## src/rtl/sync_frame_tx.sv

```systemverilog
// Serial frame transmitter: SYNC_WORD then payload bytes, MSB-first, one bit per clk.
// Define SYNC_FRAME_TX_PARITY_EN to append an even-parity bit after every payload byte.
module sync_frame_tx #(
    parameter logic [7:0]  SYNC_WORD  = 8'h55,
    parameter int unsigned GAP_CYCLES = 2
) (
    input  logic       clk,
    input  logic       rst,
    input  logic [7:0] din,
    input  logic       din_valid,
    input  logic       din_last,
    output logic       din_ready,
    output logic       dout,
    output logic       dout_en,
    output logic       busy,
    output logic       frame_done
);
    // state | meaning
    // IDLE  | line idle, waiting for the first byte of a frame
    // SYNC  | shifting out SYNC_WORD
    // DATA  | shifting out the held payload byte (plus parity when enabled)
    // WAIT  | underrun: frame still open, no byte available yet
    // GAP   | inter-frame idle line, GAP_CYCLES long
    typedef enum logic [2:0] {IDLE, SYNC, DATA, WAIT, GAP} state_t;

`ifdef SYNC_FRAME_TX_PARITY_EN
    localparam logic [3:0] BYTE_LAST = 4'd8;
`else
    localparam logic [3:0] BYTE_LAST = 4'd7;
`endif
    localparam logic [3:0] GAP_LOAD = 4'(GAP_CYCLES - 1);

    state_t     state, state_nx;
    logic [3:0] bit_cnt, bit_cnt_nx;
    logic [3:0] gap_cnt, gap_cnt_nx;
    logic [7:0] hold;
    logic       hold_last;
    logic       dout_nx, dout_en_nx, done_nx;
    logic       xfer;

    assign xfer = din_valid && din_ready;
    assign busy = (state != IDLE);

    always_comb begin
        state_nx   = state;
        bit_cnt_nx = bit_cnt;
        gap_cnt_nx = gap_cnt;
        din_ready  = 1'b0;
        dout_nx    = 1'b1;
        dout_en_nx = 1'b0;
        case (state)
            IDLE: begin
                din_ready = 1'b1;
                if (din_valid) begin
                    state_nx   = SYNC;
                    bit_cnt_nx = '0;
                end
            end
            SYNC: begin
                dout_en_nx = 1'b1;
                dout_nx    = SYNC_WORD[3'd7 - bit_cnt[2:0]];
                if (bit_cnt == 4'd7) begin
                    state_nx   = DATA;
                    bit_cnt_nx = '0;
                end else begin
                    bit_cnt_nx = bit_cnt + 4'd1;
                end
            end
            DATA: begin
                dout_en_nx = 1'b1;
                dout_nx    = hold[3'd7 - bit_cnt[2:0]];
`ifdef SYNC_FRAME_TX_PARITY_EN
                if (bit_cnt == BYTE_LAST) dout_nx = ^hold;
`endif
                if (bit_cnt == BYTE_LAST) begin
                    // Accepting here lets the next byte follow with no bubble.
                    din_ready  = !hold_last;
                    bit_cnt_nx = '0;
                    if (hold_last) begin
                        state_nx   = GAP;
                        gap_cnt_nx = GAP_LOAD;
                    end else if (!din_valid) begin
                        state_nx = WAIT;
                    end
                end else begin
                    bit_cnt_nx = bit_cnt + 4'd1;
                end
            end
            WAIT: begin
                din_ready = 1'b1;
                if (din_valid) begin
                    state_nx   = DATA;
                    bit_cnt_nx = '0;
                end
            end
            GAP: begin
                if (gap_cnt == 4'd0) state_nx = IDLE;
                else                 gap_cnt_nx = gap_cnt - 4'd1;
            end
            default: state_nx = IDLE;
        endcase
    end

    assign done_nx = (state == DATA) && (state_nx == GAP);

    always_ff @(posedge clk) begin
        if (rst) begin
            state      <= IDLE;
            bit_cnt    <= '0;
            gap_cnt    <= '0;
            hold       <= '0;
            hold_last  <= 1'b0;
            dout       <= 1'b1;
            dout_en    <= 1'b0;
            frame_done <= 1'b0;
        end else begin
            state      <= state_nx;
            bit_cnt    <= bit_cnt_nx;
            gap_cnt    <= gap_cnt_nx;
            dout       <= dout_nx;
            dout_en    <= dout_en_nx;
            frame_done <= done_nx;
            if (xfer) begin
                hold      <= din;
                hold_last <= din_last;
            end
        end
    end
endmodule
```

## config.mk

```make
export PLATFORM = sky130hd
export DESIGN_NAME = sync_frame_tx
export DESIGN_NICKNAME = d
export VERILOG_FILES = /design/src/rtl/sync_frame_tx.sv
export SDC_FILE = /design/constraint.sdc
export NUM_CORES = 1
export LEC_CHECK = 0
export CAP_MARGIN = 15
export CORE_UTILIZATION = 40
export CTS_CLUSTER_SIZE = 40
export DETAILED_ROUTE_END_ITERATION = 10
export HOLD_SLACK_MARGIN = 0.12
export MAX_ROUTING_LAYER = met4
export SYNTH_ARGS = -nofsm -noshare
export SYNTH_HDL_FRONTEND = slang
export SYNTH_SLANG_ARGS = --single-unit
```

## constraint.sdc

```tcl
create_clock -name clk -period 1.7 [get_ports clk]
set_clock_uncertainty 0.1 [all_clocks]
set_input_delay 0.255 -clock clk [delete_from_list [all_inputs] [get_ports clk]]
set_output_delay 0.255 -clock clk [all_outputs]
set_load 0.05 [all_outputs]
```

After elaboration in Yosys (flattened, before gate mapping)
Memories as Yosys holds them, arrays and structs flattened.
Index checks and enable logic that the tools add are counted.
- order comparisons: 1
- eq/ne operators: 10
- mux-type cells: 22
- add/subtract/negate cells: 3
- reductions and logical operators: 12
- operators with widths (kind ; count):
    3-bit two-way mux ; 7
    4-bit two-way mux ; 5
    4-bit one-hot mux with 2 select lines ; 2
    3-bit one-hot mux with 5 select lines ; 1
    3-bit by 2-bit equality test with 1-bit output, second input constant ; 2
    3-bit equality test, second input constant ; 2
    2-bit != test, second input constant ; 3
    4-bit by 1-bit adder with 4-bit output, second input constant ; 1
    4-bit by 3-bit equality test with 1-bit output, second input constant ; 1
    4-bit logical NOT ; 1
    3-bit by 4-bit less-than comparator with 1-bit output, second input constant ; 1
    1-bit two-way mux ; 4
    1-bit one-hot mux with 2 select lines ; 2
    4-bit AND reduction ; 1
    2-bit nonzero test ; 2
    2-bit OR reduction ; 2
    4-bit by 1-bit subtractor with 4-bit output, second input constant ; 1
    1-bit binary-select mux with 3-bit select ; 1
    3-bit by 1-bit equality test with 1-bit output, second input constant ; 1
    3-bit logical NOT ; 1
    3-bit nonzero test ; 1
    3-bit subtractor, first input constant ; 1
    1-bit logical AND ; 2
    2-bit by 1-bit != test with 1-bit output, second input constant ; 1
    other kinds (2) ; 2
- memories: 1
- output and inout port bits: 5
- bits in read-only memories: 8
- input bits: 12
- register bits after elaboration: 23
- memories (memory ; words ; width ; read ports ; clocked after memory_dff ; write ports ; line ; source):
    (no name shown) ; 8 ; 1 ; 1 ; 0 ; 0 ; 61 ; dout_nx = SYNC_WORD[3'd7 - bit_cnt[2:0]];

Depth between registers and ports, before layout
Gate-level depths: netlist of the first run.
- depth in word-level cells: 6
- mapped depth: 6
- depth with buffers taken out: 6

Worst setup path after synthesis of the first run
OpenSTA, ideal clock, no wires.
- kind: register to register
- start point: register bit_cnt[0]
- end point: register gap_cnt[1]
- library setup time: 0.123 ns
- setup slack: -0.159 ns
- arrival time: 1.636 ns
- period minus slack after synthesis: 1.859 ns
- cell stages (with the launch flop): 6
- path buffers: 0
- cell sequence: dfxtp_1 ha_1 nand3b_4 or3_1 a21o_1 mux2_1
- longest elaborated chain between the ends: 3
- RTL lines (element ; line ; source):
    start, declared ; 34 ; logic [3:0] bit_cnt, bit_cnt_nx;
    start signal, assigned ; 118 ; bit_cnt <= bit_cnt_nx;
    4-bit by 3-bit equality test with 1-bit output ; 75 ; if (bit_cnt == BYTE_LAST) begin
    2-bit != test (no line) ; -- ;
    4-bit AND reduction (no line) ; -- ;
    end signal, assigned ; 119 ; gap_cnt <= gap_cnt_nx;
    end, declared ; 35 ; logic [3:0] gap_cnt, gap_cnt_nx;
Every way passes these cells.
A chain may end at the register's enable or synchronous reset.

Worst setup path after layout of the first run
- start point: register bit_cnt[0]
- end point: output din_ready
- longest elaborated chain between the ends: 3
- RTL lines (element ; line ; source):
    4-bit by 3-bit equality test with 1-bit output ; 75 ;
    1-bit two-way mux ; 75 ;
    1-bit one-hot mux with 2 select lines ; 51 ; case (state)
    end, declared ; 12 ; output logic din_ready,
Every way passes these cells.

==> results of run 1 <==
## worst max-delay path, stage by stage, from the launching register on
cell,delay (ns)
dfxtp_4,0.38
ha_4,0.16
and4bb_2,0.23
o211a_1,0.24
buf_12,0.15
## cell usage after synthesis, types with 2 or more instances
cell type  number  area share [%]
mux2i_1        10             8.8
clkbuf_1        2            0.66
nor2b_1         2             1.1
nand3b_1        2             1.3
or3_1           2             1.1
a22oi_1         2             1.3
nor3_1          5             2.2
buf_2           5             2.2
ha_1            2             2.2
dfxtp_1        23              41
o21ai_0         2            0.88
a21o_1          3             2.0
a21oi_1         7             3.1
nor2_1         21             6.9
nand2b_1        3             1.7
nor4_1          2             1.1
nand2_1         6             2.0
inv_1           5             1.7
## metal layers
metal	GRT usage (%)	wire (um)
met4	2.14	15
met3	5.62	92
met2	29.1	1130
met5	-	0
met1	21.1	1190
## flip-flops by register name, summed over array words and instances (netlist names)
name and count:
hold_last 1, state 3, gap_cnt 4, frame_done 1, dout_en 1, bit_cnt 4
dout 1, hold 8
## where the power goes
part | leakage, nW | switching [W] | internal [W] | total [W]
clock network | 0.0139 | 0.000184 | 0.0000899 | 0.000273
logic | 0.436 | 0.0000972 | 0.0000987 | 0.000196
registers | 0.189 | 0.0000123 | 0.000561 | 0.000573
total | 0.639 | 0.000293 | 0.000749 | 0.00104
## stage by stage
stage | std cells | hold WS [ns] | area, um2 | total power [W]
after floorplan | 126 | 0.299 | 1150 | 0.000695
after global placement | 181 | 0.376 | 1450 | 0.000777
after detailed placement | 181 | 0.378 | 1450 | 0.000780
after CTS | 185 | 0.410 | 1480 | 0.00105
after global routing | 185 | 0.438 | 1490 | 0.00109
final | 185 | 0.406 | 1490 | 0.00104
## repair_timing
item / in CTS / in global routing
pin swaps: 0 / 1
hold endpoints to repair: 0 / 0
resized for setup: 1 / 3
setup endpoints to repair: 3 / 12
## cell type report
cell class                 count  share of cell area [%]
clock buffer                   3                    1.52
clock inverter                 1                   0.505
inverter                       5                    1.26
multi-input combinational     90                    42.5
sequential                    23                    31.4
tap                           30                    2.53
timing repair buffer          33                    20.2
## cells by family after synthesis
logic type | count (synthesis)
AO/OA/AOI/OAI | 26
XOR/XNOR | 1
adder cells (fa/ha/maj) | 2
buffers and inverters | 13
flip-flops | 23
multiplexers | 12
AND/OR/NAND/NOR | 49
## final timing paths
check              from          to  slack (ns)  cells past startpoint
max          bit_cnt[0]   din_ready       -0.13                      4
min             hold[7]     hold[7]        0.41                      2
max reg2reg  bit_cnt[1]  gap_cnt[1]        0.04                      5
min reg2reg     hold[7]     hold[7]        0.41                      2
==> impl_metrics.toml, run 1 <==
[final_layout]
antenna_cells = 0
synthToLayoutAreaGrowth_pct = 30.9
seq_area_um2 = 467
fin_nets = 170
final_cell_mix = "20 x nor2_1, 20 x dfxtp_1, 20 x buf_4, 11 x clkdlybuf4s50_1, 10 x mux2i_1"
drive_gt1_share_pct = 23.2
finalCoreUtilization_pct = 57.8
nFillCells = 236
multiInputGateArea_um2 = 632

[die]
start_util_pct = 44.2
die-height_um = 55.3
core_mm2 = 0.00257
die_w_um = 55.3
die-area_mm2 = 0.00305
rows = 18
ios = 17

[yosys]
ys_ff_latch = 23
synth-edff-count = 0
yosys_warnings = 0
synthAdderAreaFrac_pct = 2.21
async_reset_ff_share_pct = 0
synth.avg_cell_area_um2 = 9.01
synthXorXnorAreaFrac_pct = 0.772
yosysSeqAreaShare_pct = 40.6
synthFlopType = "dfxtp_1"
synthDistinctLibCells = 40
synthesis.nets = 140
synth_mux_area_share_pct = 11.8
yosys.area_share.simple_pct = 22.9
synth_top_family_by_area = "simple AND/OR/NAND/NOR gates"
synth_compound_area_share_pct = 16.2
netlist_instances = 126
syn_area_mm2 = 0.00113

[sta]
max_clock_freq_mhz = 545
report.final.slew_viol_count = 0
hold_viol = 0
setup_slack_ns = -0.134
finalCritPeriodShare_pct = 108
tightest_slew_ns = 0.391
rsz0062_at_grt = "yes"
setup_tns_ns = -0.134
maxSlewHeadroom_pct = 73.3
period_needed_ns = 1.83
setup_viol_count_final = 1

[min_path]
holdCritPathClass = "flop to flop"

[power]
p_leak_nw = 0.639
max-vdd-ir-drop_uv = 602
p_per_area_mw_per_mm2 = 702

[routing]
ant_nets = 0
num_vias = 986
avgViaCountPerCell = 5.33
drc = 0
drt-wirelength-per-cell_um = 13.1
drtPass1Iterations = 4
totalWireLength_um = 2430
drt_iter0_drc = 17

[worst_setup_path]
start_kind = "flop"
worstPathArrival_ns = 1.48
required_ns = 1.34
path_class = "flop to output port"
cp_max_fo = 3
worstSetupEndpointType = "output port"

[placed_design]
dp_hpwl_um = 1840
place_congestion = 0.807
dp_slack_ns = -0.0118
port_buffers = 16

[global_route]
antenna_found_initial = 0
grt_max_degree = 15
grt.total_usage_pct = 17.4
grt_pass1_wl_um = 4210
grt_pass1_vias = 953
grt_overflow = 0

[clock_tree]
clock_path_buffers = 2
clkLatencyLatePin_ns = 0.32
cts.reportedPaths.clkPinSlew_ns = 0.14
cts-htree-levels = 1
hold_buffers = 0
post_cts_buffers = 0
cts_tree = "built"
clockRootBuffer = "clkbuf_4"
cts_buffers = 3
cts.sinks = 23

[job]
maxCapViolCount = 0

[outcome]
status = "finished, violations left"
violations = "negative setup slack"
Power figures use the tool's default switching activity.
==> inputs of run 2 (changes only) <==
Settings changed: ABC_AREA set to 1, GPL_ROUTABILITY_DRIVEN set to 0.
==> impl_metrics.toml, run 2 <==
[power]
switching_share_pct = 30.0
p_per_area_mw_per_mm2 = 682
seqPwrFrac_pct = 53.7
p_sw_w = 0.000330
p_comb_share_pct = 22.4
power.internal_w = 0.000770
clock_power_share_pct = 23.9
total_power_w = 0.00110
p_leak_nw = 0.757
max-vdd-ir-drop_uv = 467

[sta]
setup_slack_ns = 0.00694
hold_viol = 0
tightest_slew_ns = 0.287
report.final.slew_viol_count = 0
rsz0062_at_grt = "yes"
maxSlewHeadroom_pct = 80.9
period_needed_ns = 1.69
whs_ns = 0.404
max_clock_freq_mhz = 591
finalCritPeriodShare_pct = 99.6
setup_viol_count_final = 0

[routing]
num_vias = 1236
drtPass1Iterations = 4
avgViaCountPerCell = 4.75
drt-wirelength-per-cell_um = 10.7
ant_nets = 0
drc = 0
totalWireLength_um = 2780
drt_iter0_drc = 28

[final_layout]
top_register = "hold"
fin_nets = 231
nFillCells = 317
synthToLayoutAreaGrowth_pct = 25.8
top_regs = "hold: 8 flops, bit_cnt: 4 flops, gap_cnt: 4 flops"
finalCoreUtilization_pct = 52.8
drive_gt1_share_pct = 22.7
final_cell_mix = "44 x nand2_1, 31 x nor2_1, 22 x inv_1, 19 x dfxtp_1, 17 x nand3_1"
mostFrequentLayoutCell = "nand2_1"
largest_reg_flops = 8
antenna_cells = 0
layout.cells.non_filler = 260

[global_route]
gr-usage-met1_pct = 22.4
grt_overflow = 0
grt_pass1_wl_um = 4800
grt_max_degree = 19
grt.total_usage_pct = 18.6
grt_pass1_vias = 1149
use_met3_pct = 4.40
top_usage_layer = "met2"
antenna_found_initial = 0
grtUsageMet2_pct = 30.7

[die]
rows = 20
start_util_pct = 42.0
ios = 17
die-height_um = 58.6
die-area_mm2 = 0.00344
core_mm2 = 0.00305
die_w_um = 58.6

[placed_design]
placed_cells = 253
dp_slack_ns = 0.119
dp_hpwl_um = 2150
port_buffers = 16

[yosys]
synthesis.nets = 206
netlist_instances = 192
yosys_warnings = 0
synth_area_leaders = "dfxtp_1 36%, nand2_1 13%, nor2_1 9.1%"
async_reset_ff_share_pct = 0
yosys.area.top_type = "dfxtp_1"
yosys.area.top_type_share_pct = 35.9
synth.most_common_cell = "nand2_1"
syn_area_mm2 = 0.00128
ys_ff_latch = 23
synthFlopType = "dfxtp_1"
synthTopCellsByCount = "44 x nand2_1, 31 x nor2_1, 23 x dfxtp_1, 22 x inv_1, 17 x nand3_1"
yosysSeqAreaShare_pct = 35.9
synth-edff-count = 0
synth.avg_cell_area_um2 = 6.68
synthDistinctLibCells = 23

[outcome]
status = "finished, final reports clean"

[job]
maxCapViolCount = 0

[worst_setup_path]
worstPathArrival_ns = 1.34
r2r-end = "hold[1]"
reg2reg_depth = 9
critical_path.endpoint = "din_ready"
rr_startpoint = "bit_cnt[0]"
max_stage_delay_ns = 0.37
worstSetupEndpointType = "output port"
cp_cell_sequence = "ha_4, nand2_4, nor3_4, nand2_2, nand2_8, buf_12"
cp_max_fo = 2
start_kind = "flop"
required_ns = 1.34
startpoint = "bit_cnt[0]"
r2r_slack_ns = 0.12
path_class = "flop to output port"
crit_path_top_delay_cell = "dfxtp_2"

[clock_tree]
hold_buffers = 0
clockRootBuffer = "clkbuf_4"
clkLatencyLatePin_ns = 0.32
cts.reportedPaths.clkPinSlew_ns = 0.13
cts_buffers = 3
clock_path_buffers = 2
cts.sinks = 23
cts-htree-levels = 1
cts_tree = "built"

[min_path]
holdCritPathClass = "flop to flop"
## run 2: cell types whose count changed after synthesis, moves of 3 or more
cell      delta
nor2_1      +10
nand3_1     +17
a21oi_2     +10
inv_2        +5
o21ai_0      +5
a21o_1       -3
nand2_1     +38
inv_1       +17
nand2_2      +7
buf_2        -3
nand2b_1     -3
mux2i_1     -10
nor3_1       -5
## run 2: per-stage QoR
step           setup TNS [ns]  instance area [um2]
2_1_floorplan               0                 1280
3_3_place_gp                0                 1530
3_5_place_dp                0                 1530
4_1_cts               -0.0810                 1600
5_1_grt               -0.0733                 1610
6_report                    0                 1610
## run 2: routing by layer
layer	routed length (um)	vias to the layer above
met5	0	-
met4	45	0
met3	85	6
met2	1330	24
met1	1320	557
li1	-	649
## run 2: worst min-delay path by stage
stage          startpoint  endpoint  slack [ns]  depth (start not counted)
3_3_place_gp      hold[2]   hold[2]        0.38                          2
4_1_cts           hold[2]   hold[2]        0.41                          2
2_1_floorplan     hold[0]   hold[0]        0.36                          2
3_5_place_dp      hold[2]   hold[2]        0.38                          2
6_report          hold[2]   hold[2]        0.40                          2
5_1_grt           hold[6]   hold[6]        0.42                          2
## run 2: timing repair
action / 4_1_cts / 5_1_grt
gates cloned: 0 / 0
gates resized for setup: 7 / 2
pin swaps: 4 / 4
setup buffers: 2 / 1
endpoints found under the setup margin: 1 / 6
## run 2: layout make-up
| cell class | instances | area (um2) | area share, % |
|---|---|---|---|
| repair buffers | 25 | 253 | 15.7 |
| flip-flops and latches | 23 | 465 | 28.9 |
| inverters | 27 | 101 | 6.28 |
| well taps | 44 | 55.1 | 3.41 |
| multi-input cells | 137 | 712 | 44.1 |
| clock buffers | 4 | 26.3 | 1.63 |
## run 2: power by group through the flow
stage / clock network [W] / logic, W / registers, W
2_1_floorplan: 0 / 0.000148 / 0.000606
3_3_place_gp: 0 / 0.000233 / 0.000599
3_5_place_dp: 0 / 0.000239 / 0.000600
4_1_cts: 0.000267 / 0.000246 / 0.000591
5_1_grt: 0.000295 / 0.000272 / 0.000594
6_report: 0.000263 / 0.000246 / 0.000591
## run 2: worst max-delay path, delay by kind of cell (launching register included)
family / cells / cell delay, ns
DFF: 1 / 0.37
and+or+nand+nor: 4 / 0.37
adders and majority gates: 1 / 0.15
buffers and inverters: 1 / 0.13
## run 2: cells by family after synthesis
logic type,synth area share (%)
AND/OR/NAND/NOR,37.0
adder cells (fa/ha/maj),1.95
buffers and inverters,11.1
AO/OA/AOI/OAI,14.0
flip-flops,35.9
